[src/rtl/divider_restoring_seq.sv]
// divider_restoring_seq
// Multi-cycle unsigned restoring divider. Each RUN cycle does one
// shift-and-subtract step. A start/busy/done handshake connects it to the
// ALU control. A zero divisor skips the iterations and flags div_by_zero.

module divider_restoring_seq #(
  parameter int WIDTH = 16
) (
  input  logic             clk,
  input  logic             rst_n,
  input  logic             start,
  input  logic [WIDTH-1:0] dividend,
  input  logic [WIDTH-1:0] divisor,
  output logic             busy,
  output logic             done,
  output logic [WIDTH-1:0] quotient,
  output logic [WIDTH-1:0] remainder,
  output logic             div_by_zero
);

  localparam int CW = $clog2(WIDTH + 1);

  typedef enum logic [1:0] {
    IDLE = 2'd0,
    RUN  = 2'd1,
    FIN  = 2'd2
  } state_t;

  state_t state;
  state_t state_next;

  // Working registers. a_reg shifts dividend bits out at the top and
  // quotient bits in at the bottom. d_reg holds the divisor for the whole run.
  // The partial remainder is conceptually WIDTH+1 bits. After every step it is
  // strictly less than the divisor, so its top bit is always zero and only
  // WIDTH bits are stored.
  logic [WIDTH-1:0] a_reg;
  logic [WIDTH-1:0] d_reg;
  logic [WIDTH-1:0] r_reg;
  logic [CW-1:0]    step_cnt;

  logic             accept;
  logic             zero_div;
  logic             last_step;
  logic [WIDTH:0]   r_shift;
  logic [WIDTH:0]   trial;
  logic [WIDTH-1:0] r_step;
  logic [WIDTH-1:0] a_step;

  assign accept    = (state == IDLE) && start;
  assign zero_div  = (divisor == '0);
  assign last_step = (state == RUN) && (step_cnt == CW'(1));

  // One restoring step: shift in the next dividend bit, then trial-subtract.
  always_comb begin
    r_shift = {r_reg, a_reg[WIDTH-1]};
    trial   = r_shift - {1'b0, d_reg};
    a_step  = {a_reg[WIDTH-2:0], ~trial[WIDTH]};
    if (!trial[WIDTH]) begin
      r_step = trial[WIDTH-1:0];
    end else begin
      r_step = r_shift[WIDTH-1:0];
    end
  end

  // State register.
  always_ff @(posedge clk or negedge rst_n) begin
    if (!rst_n) begin
      state <= IDLE;
    end else begin
      state <= state_next;
    end
  end

  // Next-state logic and the handshake outputs, which are decoded from the state.
  always_comb begin
    state_next = state;
    busy       = 1'b0;
    done       = 1'b0;
    case (state)
      IDLE: begin
        if (start) begin
          state_next = zero_div ? FIN : RUN;
        end
      end
      RUN: begin
        busy = 1'b1;
        if (step_cnt == CW'(1)) begin
          state_next = FIN;
        end
      end
      FIN: begin
        done       = 1'b1;
        state_next = IDLE;
      end
      default: begin
        state_next = IDLE;
      end
    endcase
  end

  // Iteration datapath: load on a non-zero accept, then step once per RUN cycle.
  always_ff @(posedge clk or negedge rst_n) begin
    if (!rst_n) begin
      a_reg    <= '0;
      d_reg    <= '0;
      r_reg    <= '0;
      step_cnt <= '0;
    end else begin
      case (state)
        IDLE: begin
          if (start && !zero_div) begin
            a_reg    <= dividend;
            d_reg    <= divisor;
            r_reg    <= '0;
            step_cnt <= CW'(WIDTH);
          end
        end
        RUN: begin
          a_reg    <= a_step;
          r_reg    <= r_step;
          step_cnt <= step_cnt - CW'(1);
        end
        default: begin
          a_reg    <= a_reg;
          d_reg    <= d_reg;
          r_reg    <= r_reg;
          step_cnt <= step_cnt;
        end
      endcase
    end
  end

  // Result registers. They update only on the edge into FIN and then hold until
  // the next division finishes. The final step's value is captured directly, so
  // the results are already valid during the done cycle.
  always_ff @(posedge clk or negedge rst_n) begin
    if (!rst_n) begin
      quotient    <= '0;
      remainder   <= '0;
      div_by_zero <= 1'b0;
    end else if (accept && zero_div) begin
      quotient    <= '1;
      remainder   <= dividend;
      div_by_zero <= 1'b1;
    end else if (last_step) begin
      quotient    <= a_step;
      remainder   <= r_step;
      div_by_zero <= 1'b0;
    end
  end

endmodule

[config.mk]
export PLATFORM = sky130hd
export DESIGN_NAME = divider_restoring_seq
export DESIGN_NICKNAME = d
export VERILOG_FILES = /design/src/rtl/divider_restoring_seq.sv
export SDC_FILE = /design/constraint.sdc
export NUM_CORES = 1
export LEC_CHECK = 0
export CAP_MARGIN = 5
export CORE_MARGIN = 3
export CORE_UTILIZATION = 40
export CTS_CLUSTER_DIAMETER = 40
export DETAILED_ROUTE_END_ITERATION = 8
export PLACE_DENSITY = 0.61
export RECOVER_POWER = 100
export SYNTH_ARGS = -nofsm -noshare
export SYNTH_HDL_FRONTEND = slang
export SYNTH_SLANG_ARGS = --single-unit
[constraint.sdc]
create_clock -name clk -period 2.4 [get_ports clk]
set_input_delay 0.24 -clock clk [delete_from_list [all_inputs] [get_ports clk]]
set_output_delay 0.24 -clock clk [all_outputs]
set_load 0.02 [all_outputs]
==> summary.txt <==
Global routing
  • Largest net degree at the start of global routing: 47
  • First-pass GRT wire length: 19.9 mm
  • Vias in the first global route: 3,919
  • Initial antenna violation count: 0
  • Total GRT Usage: 19.5%
  • GRT overflow: 0

Die
  • Die Wd: 114 um
  • FP Rows: 38
  • Total die area: 13,000 sq um
  • Core Area: 11,100 sq um
  • Die Ht: 114 um
  • Ports: 70
  • Initial Util: 42.0%

Min path
  • Hold path depth: 1
  • HP Class: register to register
  • Min-delay src: step_cnt[4]$_DFFE_PN0P_
  • Hold EP: step_cnt[4]$_DFFE_PN0P_

Clocking
  • Clock latency on the worst-skew pair: 0.35 ns
  • CTS buffer count: 9
  • CTS tree: yes
  • Max clock buf depth: 2
  • Clock Pin Slew Worst Setup and Hold Paths: 0.06 ns
  • Clock sink count: 88
  • Root buffer cell: clkbuf_16
  • CTS H-Tree Depth: 3

Detailed routing
  • Post-route ant nets: 0
  • Via density: 5.34
  • DR vias: 3,951
  • First drt pass iteration count: 4
  • Drt total wl: 12.2 mm
  • DRC violations left: 0
  • DRT iter0 DRCs: 249
  • Mean routed wirelength per cell: 16.4 um

Timing
  • Crit share post-route: 106%
  • Final Critical Period: 2.55 ns
  • Worst Max-Slew Pin Slew: 1.17 ns
  • Setup TNS: -2.01 ns
  • Final WS setup: -0.146 ns
  • Rel. slew slack: 22.3%
  • Final Hold Fails: 0
  • RSZ-0062 raised after global routing: true
  • Slew Viols, Final: 0
  • Max Clk Rate: 393 MHz
  • Finish-stage setup viols: 32
  • Clock skew: 0.00664 ns

Placed design
  • Placed Cells: 722
  • IO Port Bufs: 69
  • GPL Wtd Cong: 0.831
  • Post-DP Area: 5890 sq um
  • DPL Wire Length: 8.90 mm

Final layout
  • Non-filler cells, final: 740
  • Utilization after layout: 56.8%
  • Leading cell types in the layout, fill and taps excluded: dfrtp_1, nor2_1, buf_4
  • Final Instance Area: 6290 sq um
  • Share of cells above drive strength 1: 19.7%
  • Antenna Cells: 0
  • Fin nets: 649
  • Commonest non-fill, non-tap cell in the layout: dfrtp_1
  • Syn-to-layout area delta: 35.3%
  • Final-layout fill cell count: 1,012

Synthesis
  • Seq/Total Area, Yosys: 47.4%
  • Unique masters post-synth: 52
  • Synthesized area per cell: 9.62 sq um
  • Number of synthesized flops with an enable pin: 0
  • Dominant synthesized flop cell: dfrtp_1
  • Yosys Warn Count: 0
  • Syn Nets: 537
  • Post-Syn Area: 4650 sq um
  • Synthesis-stage register bit count: 88
  • Post-Syn Instances: 483
  • Synth async-reset ratio: 100%

Pwr
  • Total power: 11.6 mW
  • LEAKAGE: 2.74 nW
  • Power per Cell Area: 1850 nW/um^2
  • Max rail drop VDD: 0.826 mV

Setup path
  • R2R depth: 11
  • R2R Path Start: d_reg[0]$_DFFE_PN0P_
  • Worst Path Required: 2.62 ns
  • CP endpoint kind: register
  • Critical-path maximum fanout: 11
  • Worst r2r dst: remainder[10]$_DFFE_PN0P_
  • Crit path kind: register to register
  • R2R setup slack: -0.15 ns
  • Crit path launch type: register
  • CP arrival: 2.77 ns

Job
  • Max_cap viols: 0

Run status
  • Failing checks: setup timing
  • Outcome: finished, violations left
-- power breakdown --
group          total (mW)  switching [mW]  internal [mW]
clock                1.44           0.595          0.840
sequential           2.77           0.516           2.25
combinational        7.44            3.78           3.66
total                11.6            4.89           6.75
-- what timing repair did --
item	CTS	global route
hold buffers	1	0
resized for setup	7	14
endpoints found under the setup margin	32	32
buffers inserted	0	1
pin swaps	2	1
endpoints found under the hold margin	45	0
-- metal layers --
metal  GRT usage, %  vias to the layer above  share of wire (%)
met3           5.15                       11                5.4
met1           26.5                     1890                 47
li1               -                     1940                  -
met4           5.70                        0                1.3
met5              0                        -                  0
met2           30.9                      110                 46
-- layout make-up --
type                    count  area, sq um  share of cell area (%)
well taps                 140          175                    2.79
clock buffers              12          246                    3.92
clock inverters             4         52.6                   0.836
inverters                  23         86.3                    1.37
multi-input cells         345         2350                    37.5
repair buffers            128         1170                    18.6
flip-flops and latches     88         2200                    35.0
-- Yosys cell counts (3+ instances only) --
| cell type | number | area, sq um |
|---|---|---|
| inv_1 | 23 | 86.3 |
| nor2b_1 | 3 | 18.8 |
| a211oi_1 | 4 | 30.0 |
| nand3_1 | 16 | 80.1 |
| nor2_1 | 59 | 221 |
| a21o_1 | 3 | 22.5 |
| and3_1 | 8 | 50.1 |
| clkbuf_1 | 22 | 82.6 |
| xor2_1 | 5 | 43.8 |
| nand2b_1 | 6 | 37.5 |
| dfrtp_1 | 88 | 2200 |
| o22ai_1 | 16 | 100 |
| a21oi_1 | 38 | 190 |
| nor4_1 | 5 | 31.3 |
| mux2_2 | 16 | 180 |
| buf_6 | 3 | 33.8 |
| xnor2_1 | 8 | 70.1 |
| o21ai_1 | 11 | 55.1 |
| o21ai_0 | 21 | 105 |
| ha_1 | 18 | 225 |
| nand2_1 | 44 | 165 |
| mux2i_1 | 14 | 140 |
| o211ai_1 | 10 | 75.1 |
-- worst max-delay path: stages (launching register included) --
cell	delay [ns]
dfrtp_1	0.38
ha_2	0.19
fa_2	0.39
nor2b_4	0.14
o31ai_2	0.08
a21oi_2	0.22
a41oi_4	0.17
xnor2_4	0.22
buf_12	0.18
mux2i_2	0.22
buf_4	0.14
o211ai_1	0.09
-- worst max path at each step --
stage / start / to / slack [ns] / cells past startpoint
floorplan: a_reg[15]$_DFFE_PN0P_ / remainder[10]$_DFFE_PN0P_ / -0.1 / 11
global placement: r_reg[10]$_DFFE_PN0P_ / r_reg[14]$_DFFE_PN0P_ / -0.09 / 9
detailed placement: a_reg[15]$_DFFE_PN0P_ / r_reg[14]$_DFFE_PN0P_ / -0.19 / 11
CTS: d_reg[0]$_DFFE_PN0P_ / remainder[10]$_DFFE_PN0P_ / -0.14 / 11
global route: d_reg[0]$_DFFE_PN0P_ / remainder[10]$_DFFE_PN0P_ / -0.25 / 11
finish: d_reg[0]$_DFFE_PN0P_ / remainder[10]$_DFFE_PN0P_ / -0.15 / 11
-- per-stage QoR --
stage	hold slack [ns]	setup slack, ns
floorplan	-0.0556	-0.0999
global placement	0.294	-0.0944
detailed placement	0.297	-0.187
CTS	0.467	-0.142
global route	0.521	-0.246
finish	0.484	-0.146
-- logic make-up (layout without fill, tap and decap cells) --
group                      count (synthesis)  in the layout  synth area share (%)
AOI/OAI and AO/OA                        124            124                  16.9
xor gates and xnor gates                  14             14                  3.04
adders and majority gates                 19             19                  5.28
buffers and inverters                     50            167                  4.58
DFF                                       88             88                  47.4
muxes                                     32             32                  7.54
and+or+nand+nor                          156            156                  15.3
(Power assumes the default switching activity.)
